**config.mk**
```make
export PLATFORM = sky130hd
export DESIGN_NAME = product_accumulator
export DESIGN_NICKNAME = d
export VERILOG_FILES = /design/src/rtl/mult_pkg.sv /design/src/rtl/acc_adder.sv /design/src/rtl/product_accumulator.sv
export SDC_FILE = /design/constraint.sdc
export NUM_CORES = 1
export LEC_CHECK = 0
export BUFFER_PORTS_ARGS = -buffer_cell sky130_fd_sc_hd__buf_2
export CORE_ASPECT_RATIO = 0.75
export CORE_MARGIN = 2
export CORE_UTILIZATION = 39
export CTS_CLUSTER_SIZE = 12
export DETAILED_ROUTE_END_ITERATION = 12
export PLACE_DENSITY = 0.6
export SLEW_MARGIN = 10
export SYNTH_ARGS = -nofsm -noshare
export SYNTH_HDL_FRONTEND = slang
export SYNTH_SLANG_ARGS = --single-unit
```
**constraint.sdc**
```tcl
create_clock -name clk -period 4.2 [get_ports clk]
set_input_delay 0.84 -clock clk [delete_from_list [all_inputs] [get_ports clk]]
set_output_delay 0.84 -clock clk [all_outputs]
set_load 0.1 [all_outputs]
```
**src/rtl/mult_pkg.sv**
```systemverilog
// mult_pkg: definitions shared by the multiplier datapath blocks.
//   acc_state_t      - run-control states of the product accumulator
//   ACC_GUARD        - guard bits added above the 2N-bit product width
//   sat_pos/sat_neg  - most-positive / most-negative w-bit two's-complement
//                      values, returned zero-extended to SAT_MAX_W bits
package mult_pkg;

  typedef enum logic [1:0] {
    IDLE  = 2'd0,
    ACCUM = 2'd1,
    HOLD  = 2'd2
  } acc_state_t;

  localparam int unsigned ACC_GUARD = 8;
  localparam int unsigned SAT_MAX_W = 256;

  // 0111...1 in the low w bits
  function automatic logic [SAT_MAX_W-1:0] sat_pos(input int unsigned w);
    logic [SAT_MAX_W-1:0] v;
    v = '0;
    for (int unsigned i = 0; i < SAT_MAX_W; i++) begin
      if (i + 1 < w) v[i] = 1'b1;
    end
    return v;
  endfunction

  // 1000...0 in the low w bits
  function automatic logic [SAT_MAX_W-1:0] sat_neg(input int unsigned w);
    logic [SAT_MAX_W-1:0] v;
    v = '0;
    for (int unsigned i = 0; i < SAT_MAX_W; i++) begin
      if (i + 1 == w) v[i] = 1'b1;
    end
    return v;
  endfunction

endpackage

```
**src/rtl/acc_adder.sv**
```systemverilog
// acc_adder: combinational W-bit signed adder with overflow detection.
// Build option: PRODUCT_ACC_SAT_EN clamps the sum to the signed W-bit
// limits on overflow; otherwise the sum wraps modulo 2^W.
// Ports:
//   a, b  - signed operands
//   sum   - signed result (wrapped or clamped)
//   ovf   - operands share a sign and the raw result sign differs
module acc_adder
  import mult_pkg::*;
#(
  parameter int unsigned W = 72
) (
  input  logic [W-1:0] a,
  input  logic [W-1:0] b,
  output logic [W-1:0] sum,
  output logic         ovf
);

  logic [W-1:0] raw;

`ifdef PRODUCT_ACC_SAT_EN
  localparam logic [W-1:0] SAT_HI = W'(sat_pos(W));
  localparam logic [W-1:0] SAT_LO = W'(sat_neg(W));
`endif

  always_comb begin
    raw = a + b;
    ovf = (a[W-1] == b[W-1]) && (raw[W-1] != a[W-1]);
`ifdef PRODUCT_ACC_SAT_EN
    if (ovf) begin
      // overflow direction follows the common operand sign
      sum = a[W-1] ? SAT_LO : SAT_HI;
    end else begin
      sum = raw;
    end
`else
    sum = raw;
`endif
  end

endmodule

```
**src/rtl/product_accumulator.sv**
```systemverilog
// product_accumulator: sums a programmed number of signed 2N-bit products
// into a guarded ACC_W-bit accumulator and presents one result per run.
// Build option: PRODUCT_ACC_SAT_EN selects saturating accumulation (see
// acc_adder); default is two's-complement wrap.
// Ports:
//   clk, rst_n          - clock, asynchronous active-low reset
//   start, len          - begin a run of len products (sampled in IDLE)
//   abort               - return to IDLE, dropping any beat/result
//   in_valid/in_ready   - product handshake, in_prod is the product
//   out_valid/out_ready - result handshake, out_acc is the sum
//   busy                - not in IDLE
//   overflow            - sticky per run, any addition left the ACC_W range
module product_accumulator
  import mult_pkg::*;
#(
  parameter int unsigned N     = 32,
  parameter int unsigned ACC_W = 2 * N + ACC_GUARD,
  parameter int unsigned LEN_W = 16
) (
  input  logic             clk,
  input  logic             rst_n,
  input  logic             start,
  input  logic [LEN_W-1:0] len,
  input  logic             abort,
  input  logic             in_valid,
  output logic             in_ready,
  input  logic [2*N-1:0]   in_prod,
  output logic             out_valid,
  input  logic             out_ready,
  output logic [ACC_W-1:0] out_acc,
  output logic             busy,
  output logic             overflow
);

  acc_state_t       state, state_nx;
  logic [ACC_W-1:0] acc;
  logic [ACC_W-1:0] acc_sum;
  logic [ACC_W-1:0] prod_ext;
  logic [LEN_W-1:0] cnt;
  logic             ovf_sticky;
  logic             add_ovf;
  logic             load;
  logic             beat;

  assign prod_ext = ACC_W'($signed(in_prod));

  acc_adder #(
    .W (ACC_W)
  ) u_adder (
    .a   (acc),
    .b   (prod_ext),
    .sum (acc_sum),
    .ovf (add_ovf)
  );

  always_ff @(posedge clk or negedge rst_n) begin
    if (!rst_n) begin
      state <= IDLE;
    end else begin
      state <= state_nx;
    end
  end

  always_comb begin
    state_nx  = state;
    in_ready  = 1'b0;
    out_valid = 1'b0;
    load      = 1'b0;
    beat      = 1'b0;
    case (state)
      IDLE: begin
        if (start && !abort) begin
          load     = 1'b1;
          state_nx = (len == '0) ? HOLD : ACCUM;
        end
      end
      ACCUM: begin
        in_ready = 1'b1;
        beat     = in_valid && !abort;
        if (beat && cnt == LEN_W'(1)) state_nx = HOLD;
      end
      HOLD: begin
        out_valid = 1'b1;
        if (out_ready) state_nx = IDLE;
      end
      default: state_nx = IDLE;
    endcase
    // abort overrides start, beats and transfers in the same cycle
    if (abort) state_nx = IDLE;
  end

  always_ff @(posedge clk or negedge rst_n) begin
    if (!rst_n) begin
      acc        <= '0;
      cnt        <= '0;
      ovf_sticky <= 1'b0;
    end else if (load) begin
      acc        <= '0;
      cnt        <= len;
      ovf_sticky <= 1'b0;
    end else if (beat) begin
      acc        <= acc_sum;
      cnt        <= cnt - 1'b1;
      ovf_sticky <= ovf_sticky | add_ovf;
    end
  end

  assign out_acc  = acc;
  assign overflow = ovf_sticky;
  assign busy     = (state != IDLE);

endmodule

```
Word level (Yosys, flattened, before mapping)
Index checks and enable logic that the tools add are counted.
- add/subtract/negate cells: 2
- equality and inequality tests: 8
- muxes and demuxes: 17
- bitwise operators: 1
- reductions and logical operators: 10
- operators by type and width (cell ; number):
    $mux 72 ; 2
    $add 72x72->72 ; 1
    $mux 16 ; 2
    $eq 16x1->1 const B ; 1
    $logic_not 16->1 ; 1
    $sub 16x1->16 const B ; 1
    $mux 2 ; 5
    $ne 3x3->1 const B ; 3
    $mux 1 ; 7
    $pmux 2 s3 ; 1
    $logic_and 1x1->1 ; 4
    $reduce_bool 2->1 ; 2
    $reduce_and 3->1 ; 1
    $eq 2x1->1 const B ; 1
    $eq 2x2->1 const B ; 1
    $logic_not 2->1 ; 1
    $eq 1x1->1 ; 1
    $logic_not 1->1 ; 1
    $ne 1x1->1 ; 1
    $or 1x1->1 ; 1
- flip-flop bits (word level): 91
- bits of input ports: 86
- output and inout port bits: 76
- logic and storage cells: 42

Longest topological paths before layout
Gate-level depths: netlist of run 1.
- depth after elaboration: 6
- mapped depth: 12

By module
From an unflattened synthesis of run 1, not the netlist that was laid out.
- cell total of the unflattened synthesis: 907
- area, all modules: 7931.4 µm²
- modules (own cells, without submodules) (module ; instances ; cells an instance ; area an instance (µm²) ; sequential area each (µm²)):
    acc_adder ; 1 ; 612 ; 4190.3 ; 0.0
    product_accumulator ; 1 ; 295 ; 3741.1 ; 2277.2

Least setup slack after synthesis of run 1
OpenSTA, ideal clock, no wires.
- path type: register to register
- start point: register acc[0] (netlist: out_acc[0])
- end point: register acc[66] (netlist: out_acc[66])
- library setup time: 131 ps
- arrival: 3528 ps
- data required time: 4069 ps
- slack: 541 ps
- cell stages (with the launch flop): 13
- path buffers: 0
- period minus slack after synthesis: 3659 ps
- cell sequence: dfrtp_1 -> ha_1 -> fa_1 -> a21oi_1 -> o211ai_1 -> a211oi_1 -> nor2_1 -> a31oi_1 -> o31ai_1 -> a31oi_1 -> o31ai_2 -> nor4b_1 -> or3_1
- longest elaborated chain between the ends: 3
- RTL lines (element ; RTL line ; source):
    start, declared ; product_accumulator.sv:36 ; logic [ACC_W-1:0] acc;
    start signal, assigned ; product_accumulator.sv:102 ; acc <= acc_sum;
    $add 72x72->72 ; acc_adder.sv:27 ; raw = a + b;
    $mux 72 ; product_accumulator.sv:101 ; end else if (beat) begin
    $mux 72 ; product_accumulator.sv:97 ; end else if (load) begin
Every way passes these cells. The select of a mux whose other input is x is not followed.
A chain may end at the register's enable or synchronous reset.

Final worst setup path of run 1
- start point: input in_prod[0]
- end point: register acc[66] (netlist: out_acc[66])
- longest elaborated chain between the ends: 3
- RTL lines (element ; RTL line ; source):
    start, declared ; product_accumulator.sv:27 ; input logic [2*N-1:0] in_prod,
    $add 72x72->72 ; acc_adder.sv:27 ;
    $mux 72 ; product_accumulator.sv:101 ;
    $mux 72 ; product_accumulator.sv:97 ;
Every way passes these cells. The select of a mux whose other input is x is not followed.

==> reports/results.ini, run 1 <==
[outcome]
outcome=completed

[timing]
worst_pin_slew_ps=787.7
period_share_pct=87.54
setup-violations-final=0
maxSlewViolCount=0
slew_headroom_pct=47.49
max_freq_ghz=0.2720
timing.final.hold_violations=0
timing.clock.skew_ps=11.47
grt_setup_unrepaired=false
layout_min_cycle_time_ps=3677
worst_hold_slack_ps=507.7
totalNegativeSetupSlack_ps=0

[power_and_ir_drop]
ir_worst_vdd_mv=0.3548
p_per_area_nw_per_um2=779.3
switching_share_pct=59.83
static-leakage-power_nw=4.404
comb_power_share_pct=68.6
power_frac_seq_pct=19.8
power.switching_mw=4.310
design_power_total_mw=7.203
internal-power_mw=2.893
clockPowerShare_pct=11.6

[setup_path]
worstPathCellList=buf_2 -> ha_1 -> fa_1 -> a21oi_1 -> o211ai_1 -> a211oi_1 -> nor2_1 -> a31oi_1 -> o31ai_1 -> a31oi_1 -> o31ai_2 -> nor2_1 -> or3_1
setup.worst_path.start_class=input port
crit_path_buf_inv_count=1
critPathMaxStageDelay_ps=540
crit_fanout=3
worstSetupEndpointType=flip-flop
worstPathArrival_ps=3910
cpLargestDelayFamily=compound AO/OA/AOI/OAI gates
regToRegSetupSlack_ps=650
endpoint_required_time_on_the_critical_path_ps=4430
critical-path-slowest-cell=o31ai_1
worst-setup-path-type=in2reg

[logic_synthesis]
avgSynthCellArea_sq_um=7.833
compound_cell_area_share_of_the_yosys_netlist_pct=26.74
postSynthCellCount=1015
yosysTopAreaCell=dfrtp_1
synth_xor_xnor_area_share_pct=8.483
netlist_top_cells_area=dfrtp_1 29%, ha_1 11%, o21ai_0 8.1%
post_synth_and_or_nand_nor_area_fraction_pct=20.33
synth_top_family_by_area=compound AO/OA/AOI/OAI gates
syn_area_sq_um=7950
synthMostInstantiatedCell=nand2_1
synth-edff-count=0
fraction_of_the_mapped_netlist_area_in_adder_cells_pct=11.74
ys_dominant_reg_cell=dfrtp_1
netlist-cell-type-count=67
synthMuxAreaShare_pct=0
synth-seq-area-share_pct=28.64
synth.top_cells.by_count=163 x nand2_1, 129 x o21ai_0, 91 x dfrtp_1
synth_nets=1175
synth_async_sr_flop_share_pct=100.0
synth_top_area_share_pct=28.64
synth-warning-count=0
synthesis_stage_register_bit_count=91

[layout]
n_fill_cell=2043
final_layout_size_suffix_gt1_share_pct=18.18
multi_input_comb_area_sq_um=5371
postLayoutCellArea_sq_um=9243
num-nets-final=1310
area.sequential_sq_um=2277
flow.area_growth_from_synthesis_pct=16.26

[routing]
drt_iter0_markers=604
drt-pass1-iter-count=5
routed_wirelength_um=23480
routed-via-count=7958
wl_per_cell_um=16.59
ant_nets=0
routed_via_count_divided_by_cell_count=5.624
remaining_drc_errors=0

[floorplanning]
die_h_um=127.6
die_width_um=168.9
boundaryPins=162
dieArea_sq_um=21550
placeableCoreArea_sq_um=20100
floorplan.initialDensity_pct=39.55
placement_rows=45

[global_route]
grt_first_pass_wirelength_um=37960
grt_max_degree=76
grt_overflow_total=0
antenna_found_initial=3
first_global_vias=7356
grt_use_total_pct=21.72

[placement]
port_buffers=161
post-dp-hpwl_um=18120
final_weighted_congestion_in_routability_driven_placement=0.8810
placedInstanceArea_sq_um=8949

[clock_tree]
cts_inserted_buffers=9
worst_setup_hold_path_clk_slew_ps=80
cts_resized=0
postCtsSetupBuffers=0
clockRootBuffer=clkbuf_16
deepest_clock_path_buffer_count=2
cts_hold_repair.buffers=0
cts_tree=yes
clock_insertion_delay_worst_skew_ps=360
cts-htree-levels=3
cts.sink_count=91

[run]
cap_viol_max_count=0

[hold_path]
hold_class=reg2reg

layout make-up:
class / instances / area share [%]
sequential: 91 / 24.64
timing repair buffer: 174 / 9.801
tap: 258 / 3.493
multi-input combinational: 855 / 58.12
antenna: 2 / 0.05415
inverter: 19 / 0.7716
clock buffer: 9 / 2.437
clock inverter: 7 / 0.6904
path summary, 6_finish.rpt:
check                                             from                 endpoint  depth (start not counted)
worst min-delay path              overflow$_DFFE_PN0P_     overflow$_DFFE_PN0P_                          2
worst max-delay path                        in_prod[0]  out_acc[66]$_DFFE_PN0P_                         13
worst min register to register    overflow$_DFFE_PN0P_     overflow$_DFFE_PN0P_                          2
min in group asynchronous                        rst_n  out_acc[33]$_DFFE_PN0P_                          1
worst max register to register  out_acc[0]$_DFFE_PN0P_  out_acc[66]$_DFFE_PN0P_                         12
max in group asynchronous                        rst_n  out_acc[61]$_DFFE_PN0P_                          2
flip-flops by register name (all words and copies together), names as in the netlist:
register  flops
out_acc      72
overflow      1
cnt          16
state         2
tightest hold or removal path: cells and delay by family, from the launching register on:
kind / cells / cell delay, ps
simple gates: 2 / 130
flops: 1 / 350
per-layer routing:
layer / GRT usage [%] / share of wire (%)
met2: 31.85 / 41
met3: 4.647 / 7.4
met5: 0 / 0.047
met1: 32.71 / 51
met4: 4.412 / 1.1
cell families (layout without fill, tap and decap cells):
group / Yosys count / after routing
adder cells (fa/ha/maj): 74 / 74
buffers and inverters: 69 / 209
other: 0 / 2
XOR/XNOR: 77 / 77
AO/OA/AOI/OAI: 351 / 351
flip-flops: 91 / 91
AND/OR/NAND/NOR: 353 / 353
stage by stage:
stage | setup slack (ps) | utilization (%) | cells
3_5_place_dp | 237.3 | 44.52 | 1397
3_3_place_gp | 319.8 | 44.52 | 1397
5_1_grt | 270.7 | 45.97 | 1414
2_1_floorplan | 541.0 | - | 1015
4_1_cts | 604.6 | 45.96 | 1413
6_report | 523.1 | 45.98 | 1415
layout by cell type, fill, tap and decap left out, drive strengths merged, types with 8 or more instances in the layout:
cell and n:
a21o 32, a21oi 90, a31oi 15, buf 174
clkbuf 9, dfrtp 91, ha 73, inv 24
nand2 166, nand3 26, nand4 23, nor2 64
nor3 21, nor4 13, o211ai 8, o21ai 135
o21bai 21, or3 8, xnor2 46, xor2 31
power groups by stage:
stage | Combinational (mW) | Sequential (mW) | Clock, mW
floorplan | 2.28 | 3.09 | 0
global placement | 4.90 | 1.44 | 0
detailed placement | 4.90 | 1.44 | 0
CTS | 4.92 | 1.43 | 0.863
global route | 5.32 | 1.47 | 0.901
finish | 4.94 | 1.42 | 0.835
(Power assumes the default switching activity.)
==> run 2: changes to the inputs <==
--- a/config.mk
+++ b/config.mk
@@ -8,10 +8,10 @@
 export BUFFER_PORTS_ARGS = -buffer_cell sky130_fd_sc_hd__buf_2
 export CORE_ASPECT_RATIO = 0.75
 export CORE_MARGIN = 2
-export CORE_UTILIZATION = 39
+export CORE_UTILIZATION = 45
 export CTS_CLUSTER_SIZE = 12
 export DETAILED_ROUTE_END_ITERATION = 12
-export PLACE_DENSITY = 0.6
+export PLACE_DENSITY = 0.67
 export SLEW_MARGIN = 10
 export SYNTH_ARGS = -nofsm -noshare
 export SYNTH_HDL_FRONTEND = slang
==> run 2 against run 1 <==
  * Clock skew shrank 2.0 ps
  * Total power shrank 0.26%
  * Combinational power about the same
  * Critical path type unchanged
  * Flip-flop and latch count unchanged
  * Core utilization rose by 6.7 points
==> reports/results.ini, run 2 (same netlist as run 1, synthesis figures left out) <==
[global_route]
grt_first_pass_wirelength_um=37140  ; -2.2%
grt_use_total_pct=24.45  ; +2.7 points
grt_overflow_total=0  ; unchanged
antenna_found_initial=2  ; -1
grt_max_degree=57  ; -25%
first_global_vias=7473  ; +1.6%

[timing]
grt_setup_unrepaired=false
layout_min_cycle_time_ps=3642  ; -35.29 ps
max_freq_ghz=0.2746  ; +0.97%
timing.clock.skew_ps=9.509  ; -1.962 ps
period_share_pct=86.70  ; -0.84 points
timing.final.hold_violations=0  ; unchanged
totalNegativeSetupSlack_ps=0  ; unchanged
maxSlewViolCount=0  ; unchanged
setup-violations-final=0  ; unchanged
worst_pin_slew_ps=775.7  ; -12.02 ps
slew_headroom_pct=48.29  ; +0.80 points

[layout]
num-nets-final=1309  ; -0.076%
antenna_cells=0  ; -2
final_layout_size_suffix_gt1_share_pct=17.94  ; -0.24 points
n_fill_cell=1740  ; -15%
mostFrequentLayoutCells=163 x nand2_1, 160 x buf_2, 129 x o21ai_0, 91 x dfrtp_1, 89 x a21oi_1
postLayoutCellArea_sq_um=9218  ; -0.27%
largest_register_ffs=72  ; unchanged
flow.area_growth_from_synthesis_pct=15.94
layout.cells.most_common=nand2_1

[placement]
port_buffers=161  ; unchanged
placedInstanceArea_sq_um=8921  ; -0.31%
final_weighted_congestion_in_routability_driven_placement=0.9222  ; +4.7%
post-dp-hpwl_um=17640  ; -2.6%

[clock_tree]
cts-htree-levels=3  ; unchanged
cts.sink_count=91  ; unchanged
cts_hold_repair.buffers=0  ; unchanged
clockRootBuffer=clkbuf_16
cts_inserted_buffers=9  ; unchanged
cts_resized=0  ; unchanged
clock_insertion_delay_worst_skew_ps=350  ; about the same
postCtsSetupBuffers=0  ; unchanged
cts_tree=yes
deepest_clock_path_buffer_count=2  ; unchanged
worst_setup_hold_path_clk_slew_ps=70  ; about the same

[floorplanning]
placeableCoreArea_sq_um=17500  ; -13%
die_width_um=157.5  ; -6.7%
dieArea_sq_um=18760  ; -13%
floorplan.initialDensity_pct=45.43  ; +5.9 points
boundaryPins=162  ; unchanged
placement_rows=42  ; -6.7%
die_h_um=119.1  ; -6.7%

[run]
cap_viol_max_count=0  ; unchanged

[hold_path]
hold_depth=2  ; unchanged
hold_class=reg2reg
worstHoldStart=overflow$_DFFE_PN0P_

[setup_path]
crit_fanout=3  ; unchanged
endpoint_required_time_on_the_critical_path_ps=4430  ; about the same
worstPathArrival_ps=3880  ; -30 ps
r2r_start=out_acc[0]$_DFFE_PN0P_
worst-setup-path-type=in2reg
crit_path_start=in_prod[0]
regToRegSetupSlack_ps=720  ; +70 ps
setup.worst_path.start_class=input port
worst_r2r_path_depth=12  ; unchanged
worstSetupEndpointType=flip-flop

[routing]
routed-via-count=7939  ; -0.24%
routed_wirelength_um=22700  ; -3.3%
routed_via_count_divided_by_cell_count=5.687  ; +1.1%
drt-pass1-iter-count=5  ; unchanged
wl_per_cell_um=16.26  ; -2.0%
remaining_drc_errors=0  ; unchanged
drt_iter0_markers=518  ; -14%
ant_nets=0  ; unchanged

[outcome]
outcome=completed

[power_and_ir_drop]
ir_worst_vdd_mv=0.3853  ; +8.6%
p_per_area_nw_per_um2=779.4  ; about the same
static-leakage-power_nw=4.401  ; about the same
design_power_total_mw=7.184  ; -0.26%

-- run 2: worst max-delay path, cell delays in order --
cell      delay (ps)
buf_2            100
ha_1             230
fa_1             420
a21oi_1          240
o211ai_1         180
a211oi_1         270
nor2_1           140
a31oi_1          300
o31ai_1          180
a31oi_1          300
o31ai_2          120
nor4b_1          170
or3_1            370
-- run 2: cell type report --
class / instances / area [sq um] / share of cell area [%]
Clock buffer: 12 / 246.5 / 2.674
Clock inverter: 4 / 50.05 / 0.5430
Timing Repair Buffer: 173 / 898.4 / 9.746
Sequential cell: 91 / 2277 / 24.70
Tap cell: 242 / 302.8 / 3.285
Inverter: 19 / 71.32 / 0.7737
Multi-Input combinational cell: 855 / 5371 / 58.27
-- run 2: metal layers --
layer	up-vias	track usage, %	part of all wire [%]
met4	4	5.455	1.2
met2	272	35.67	42
met1	3677	37.06	50
met3	25	4.840	6.7
li1	3961	-	-
met5	-	0	0.12
-- run 2: per-stage QoR --
stage	utilization, %	setup slack [ps]	hold slack (ps)	cells
final	52.67	558.4	498.2	1396
after global routing	52.67	250.4	520.5	1396
after CTS	52.67	559.3	503.0	1396
after detailed placement	50.98	185.2	487.9	1380
after global placement	50.98	359.8	487.2	1380
after floorplan	-	541.0	470.5	1015
-- run 2: worst paths after layout --
| kind | to |
|---|---|
| max | out_acc[66]$_DFFE_PN0P_ |
| min | overflow$_DFFE_PN0P_ |
| max reg2reg | out_acc[66]$_DFFE_PN0P_ |
| min reg2reg | overflow$_DFFE_PN0P_ |
| max in group asynchronous | cnt[6]$_DFFE_PN0P_ |
| min in group asynchronous | out_acc[33]$_DFFE_PN0P_ |
-- run 2: power by group --
group | switching, mW | internal, mW | total (mW)
Sequential | 0.266 | 1.16 | 1.43
Combinational | 3.60 | 1.31 | 4.91
Clock | 0.366 | 0.478 | 0.844
==> run 3: changes to the inputs <==
--- a/config.mk
+++ b/config.mk
@@ -6,11 +6,11 @@
 export NUM_CORES = 1
 export LEC_CHECK = 0
 export BUFFER_PORTS_ARGS = -buffer_cell sky130_fd_sc_hd__buf_2
-export CORE_ASPECT_RATIO = 0.75
 export CORE_MARGIN = 2
 export CORE_UTILIZATION = 45
 export CTS_CLUSTER_SIZE = 12
 export DETAILED_ROUTE_END_ITERATION = 12
+export MAX_ROUTING_LAYER = met4
 export PLACE_DENSITY = 0.67
 export SLEW_MARGIN = 10
 export SYNTH_ARGS = -nofsm -noshare
==> run 3 against run 2 <==
  * Count of clock-buffer cells in the layout decreased by 1
  * Critical path depth down 1
  * Combinational power about the same
  * Sequential share of layout area hardly changed
  * Total power increased by 1.4%
  * Global-route usage grew 1.1 points
  * Largest power group unchanged
==> reports/results.ini, run 3 (same netlist as run 1, synthesis figures left out) <==
[layout]
antenna_cells=0  ; unchanged
layout.cells.most_common=nand2_1
num-nets-final=1308  ; -0.076%
flow.area_growth_from_synthesis_pct=16.10
n_fill_cell=1749  ; +0.52%
mostFrequentLayoutCells=163 x nand2_1, 160 x buf_2, 129 x o21ai_0, 91 x dfrtp_1, 89 x a21oi_1
largest_register_ffs=72  ; unchanged
finish.utilization_pct=53.36  ; +0.69 points
layout.cells.non_filler=1378  ; -1.3%
final_layout_size_suffix_gt1_share_pct=18.04  ; +0.10 points

[timing]
setup-violations-final=0  ; unchanged
max_freq_ghz=0.2715  ; -1.1%
layout_min_cycle_time_ps=3683  ; +41.79 ps
timing.final.hold_violations=0  ; unchanged
grt_setup_unrepaired=false
worst_pin_slew_ps=897.0  ; +121.3 ps
totalNegativeSetupSlack_ps=0  ; unchanged
maxSlewViolCount=0  ; unchanged
worst_hold_slack_ps=505.3  ; +7.144 ps
period_share_pct=87.70  ; +0.99 points
slew_headroom_pct=40.20  ; -8.1 points
timing.clock.skew_ps=9.833  ; +0.3239 ps
setup_ws_ps=516.6  ; -41.79 ps

[placement]
final_weighted_congestion_in_routability_driven_placement=0.9733  ; +5.5%
dpl_worst_slack_ps=168.6  ; -16.60 ps
post-dp-hpwl_um=17490  ; -0.87%
port_buffers=161  ; unchanged
dpl.cell_count=1362  ; -1.3%

[routing]
routed-via-count=7864  ; -0.94%
routed_via_count_divided_by_cell_count=5.707  ; +0.35%
drt_iter0_markers=601  ; +16%
ant_nets=0  ; unchanged
remaining_drc_errors=0  ; unchanged
wl_per_cell_um=16.61  ; +2.2%
drt-pass1-iter-count=5  ; unchanged
routed_wirelength_um=22900  ; +0.85%

[floorplanning]
die_h_um=136.9  ; +15%
dieArea_sq_um=18750  ; about the same
boundaryPins=162  ; unchanged
placeableCoreArea_sq_um=17300  ; -1.2%
die_width_um=136.9  ; -13%
placement_rows=48  ; +14%
floorplan.initialDensity_pct=45.96  ; +0.53 points

[clock_tree]
cts-htree-levels=3  ; unchanged
cts_hold_repair.buffers=0  ; unchanged
cts.sink_count=91  ; unchanged
clock_insertion_delay_worst_skew_ps=360  ; about the same
worst_setup_hold_path_clk_slew_ps=70  ; about the same
deepest_clock_path_buffer_count=2  ; unchanged
postCtsSetupBuffers=0  ; unchanged
clockRootBuffer=clkbuf_16
cts_inserted_buffers=9  ; unchanged
cts_tree=yes
cts_resized=0  ; unchanged

[power_and_ir_drop]
static-leakage-power_nw=4.421  ; +0.44%
ir_worst_vdd_mv=0.4436  ; +15%
p_per_area_nw_per_um2=788.9  ; +1.2%

[setup_path]
crit_path_buf_inv_count=1  ; unchanged
r2r_end=out_acc[66]$_DFFE_PN0P_
crit_fanout=5  ; +2
crit_path_start=in_prod[8]
setup_crit_end=out_acc[66]$_DFFE_PN0P_
cpLargestDelayFamily=compound AO/OA/AOI/OAI gates
critPathMaxStageDelay_ps=500  ; +80 ps
critical-path-slowest-cell=o31ai_1
worstPathCellList=buf_2 -> ha_1 -> nand2_1 -> nor3_1 -> a211oi_1 -> nor2_1 -> a31oi_1 -> o31ai_1 -> a31oi_1 -> o31ai_2 -> nor2_1 -> or3_1
critical_path_depth=12  ; -1
worst_r2r_path_depth=11  ; -1
worstSetupEndpointType=flip-flop
regToRegSetupSlack_ps=670  ; -50 ps
setup.worst_path.start_class=input port
worst-setup-path-type=in2reg
endpoint_required_time_on_the_critical_path_ps=4430  ; about the same
worstPathArrival_ps=3920  ; +40 ps
r2r_start=out_acc[8]$_DFFE_PN0P_

[global_route]
first_global_vias=7367  ; -1.4%
grt_first_pass_wirelength_um=37040  ; -0.26%
grt_overflow_total=0  ; unchanged
grt_max_degree=76  ; +33%
grt_use_total_pct=25.51  ; +1.1 points
antenna_found_initial=0  ; -2

[hold_path]
hold_class=reg2reg

[outcome]
outcome=completed

[run]
cap_viol_max_count=0  ; unchanged

run 3: how the worst min path moves through the flow:
stage / start / endpoint / slack [ps] / depth (start not counted)
2_1_floorplan: cnt[8]$_DFFE_PN0P_ / cnt[8]$_DFFE_PN0P_ / 470 / 2
3_3_place_gp: out_acc[44]$_DFFE_PN0P_ / out_acc[44]$_DFFE_PN0P_ / 490 / 2
3_5_place_dp: cnt[8]$_DFFE_PN0P_ / cnt[8]$_DFFE_PN0P_ / 490 / 2
4_1_cts: out_acc[55]$_DFFE_PN0P_ / out_acc[55]$_DFFE_PN0P_ / 510 / 2
5_1_grt: out_acc[61]$_DFFE_PN0P_ / out_acc[61]$_DFFE_PN0P_ / 540 / 2
6_report: out_acc[55]$_DFFE_PN0P_ / out_acc[55]$_DFFE_PN0P_ / 510 / 2
run 3: per-layer routing:
| metal | wire, um | vias to the layer above | track usage (%) | part of all wire [%] |
|---|---|---|---|---|
| li1 | - | 3960 | - | - |
| met1 | 11190 | 3649 | 35.99 | 49 |
| met2 | 10180 | 239 | 39.00 | 44 |
| met3 | 1326 | 16 | 3.667 | 5.8 |
| met4 | 197 | 0 | 5.556 | 0.86 |
| met5 | 0 | - | - | 0 |
run 3: worst register-to-register path: cells and delay by family (launching register included):
kind	cells	cell delay, ps
AO/OA/AOI/OAI	5	1410
flip-flops	1	410
AND/OR/NAND/NOR	5	1190
adder cells (fa/ha/maj)	1	390
run 3: cell type report:
| class | count | area, sq um | area share, % |
|---|---|---|---|
| clock inverters | 5 | 85.08 | 0.9218 |
| flip-flops and latches | 91 | 2277 | 24.67 |
| well taps | 225 | 281.5 | 3.050 |
| repair buffers | 172 | 890.9 | 9.652 |
| multi-input cells | 855 | 5371 | 58.19 |
| clock buffers | 11 | 252.7 | 2.738 |
| inverters | 19 | 71.32 | 0.7727 |
run 3: stage by stage:
step	area [sq um]	power, mW
global route	9230	7.770
floorplan	7950	5.375
global placement	8892	6.293
CTS	9230	7.275
detailed placement	8892	6.318
finish	9230	7.281
run 3: power by group:
group / switching, mW / total, mW / internal (mW) / leakage [nW]
Sequential: 0.271 / 1.43 / 1.16 / 1.20
Combinational: 3.61 / 4.92 / 1.30 / 3.06
Clock: 0.378 / 0.935 / 0.557 / 0.162
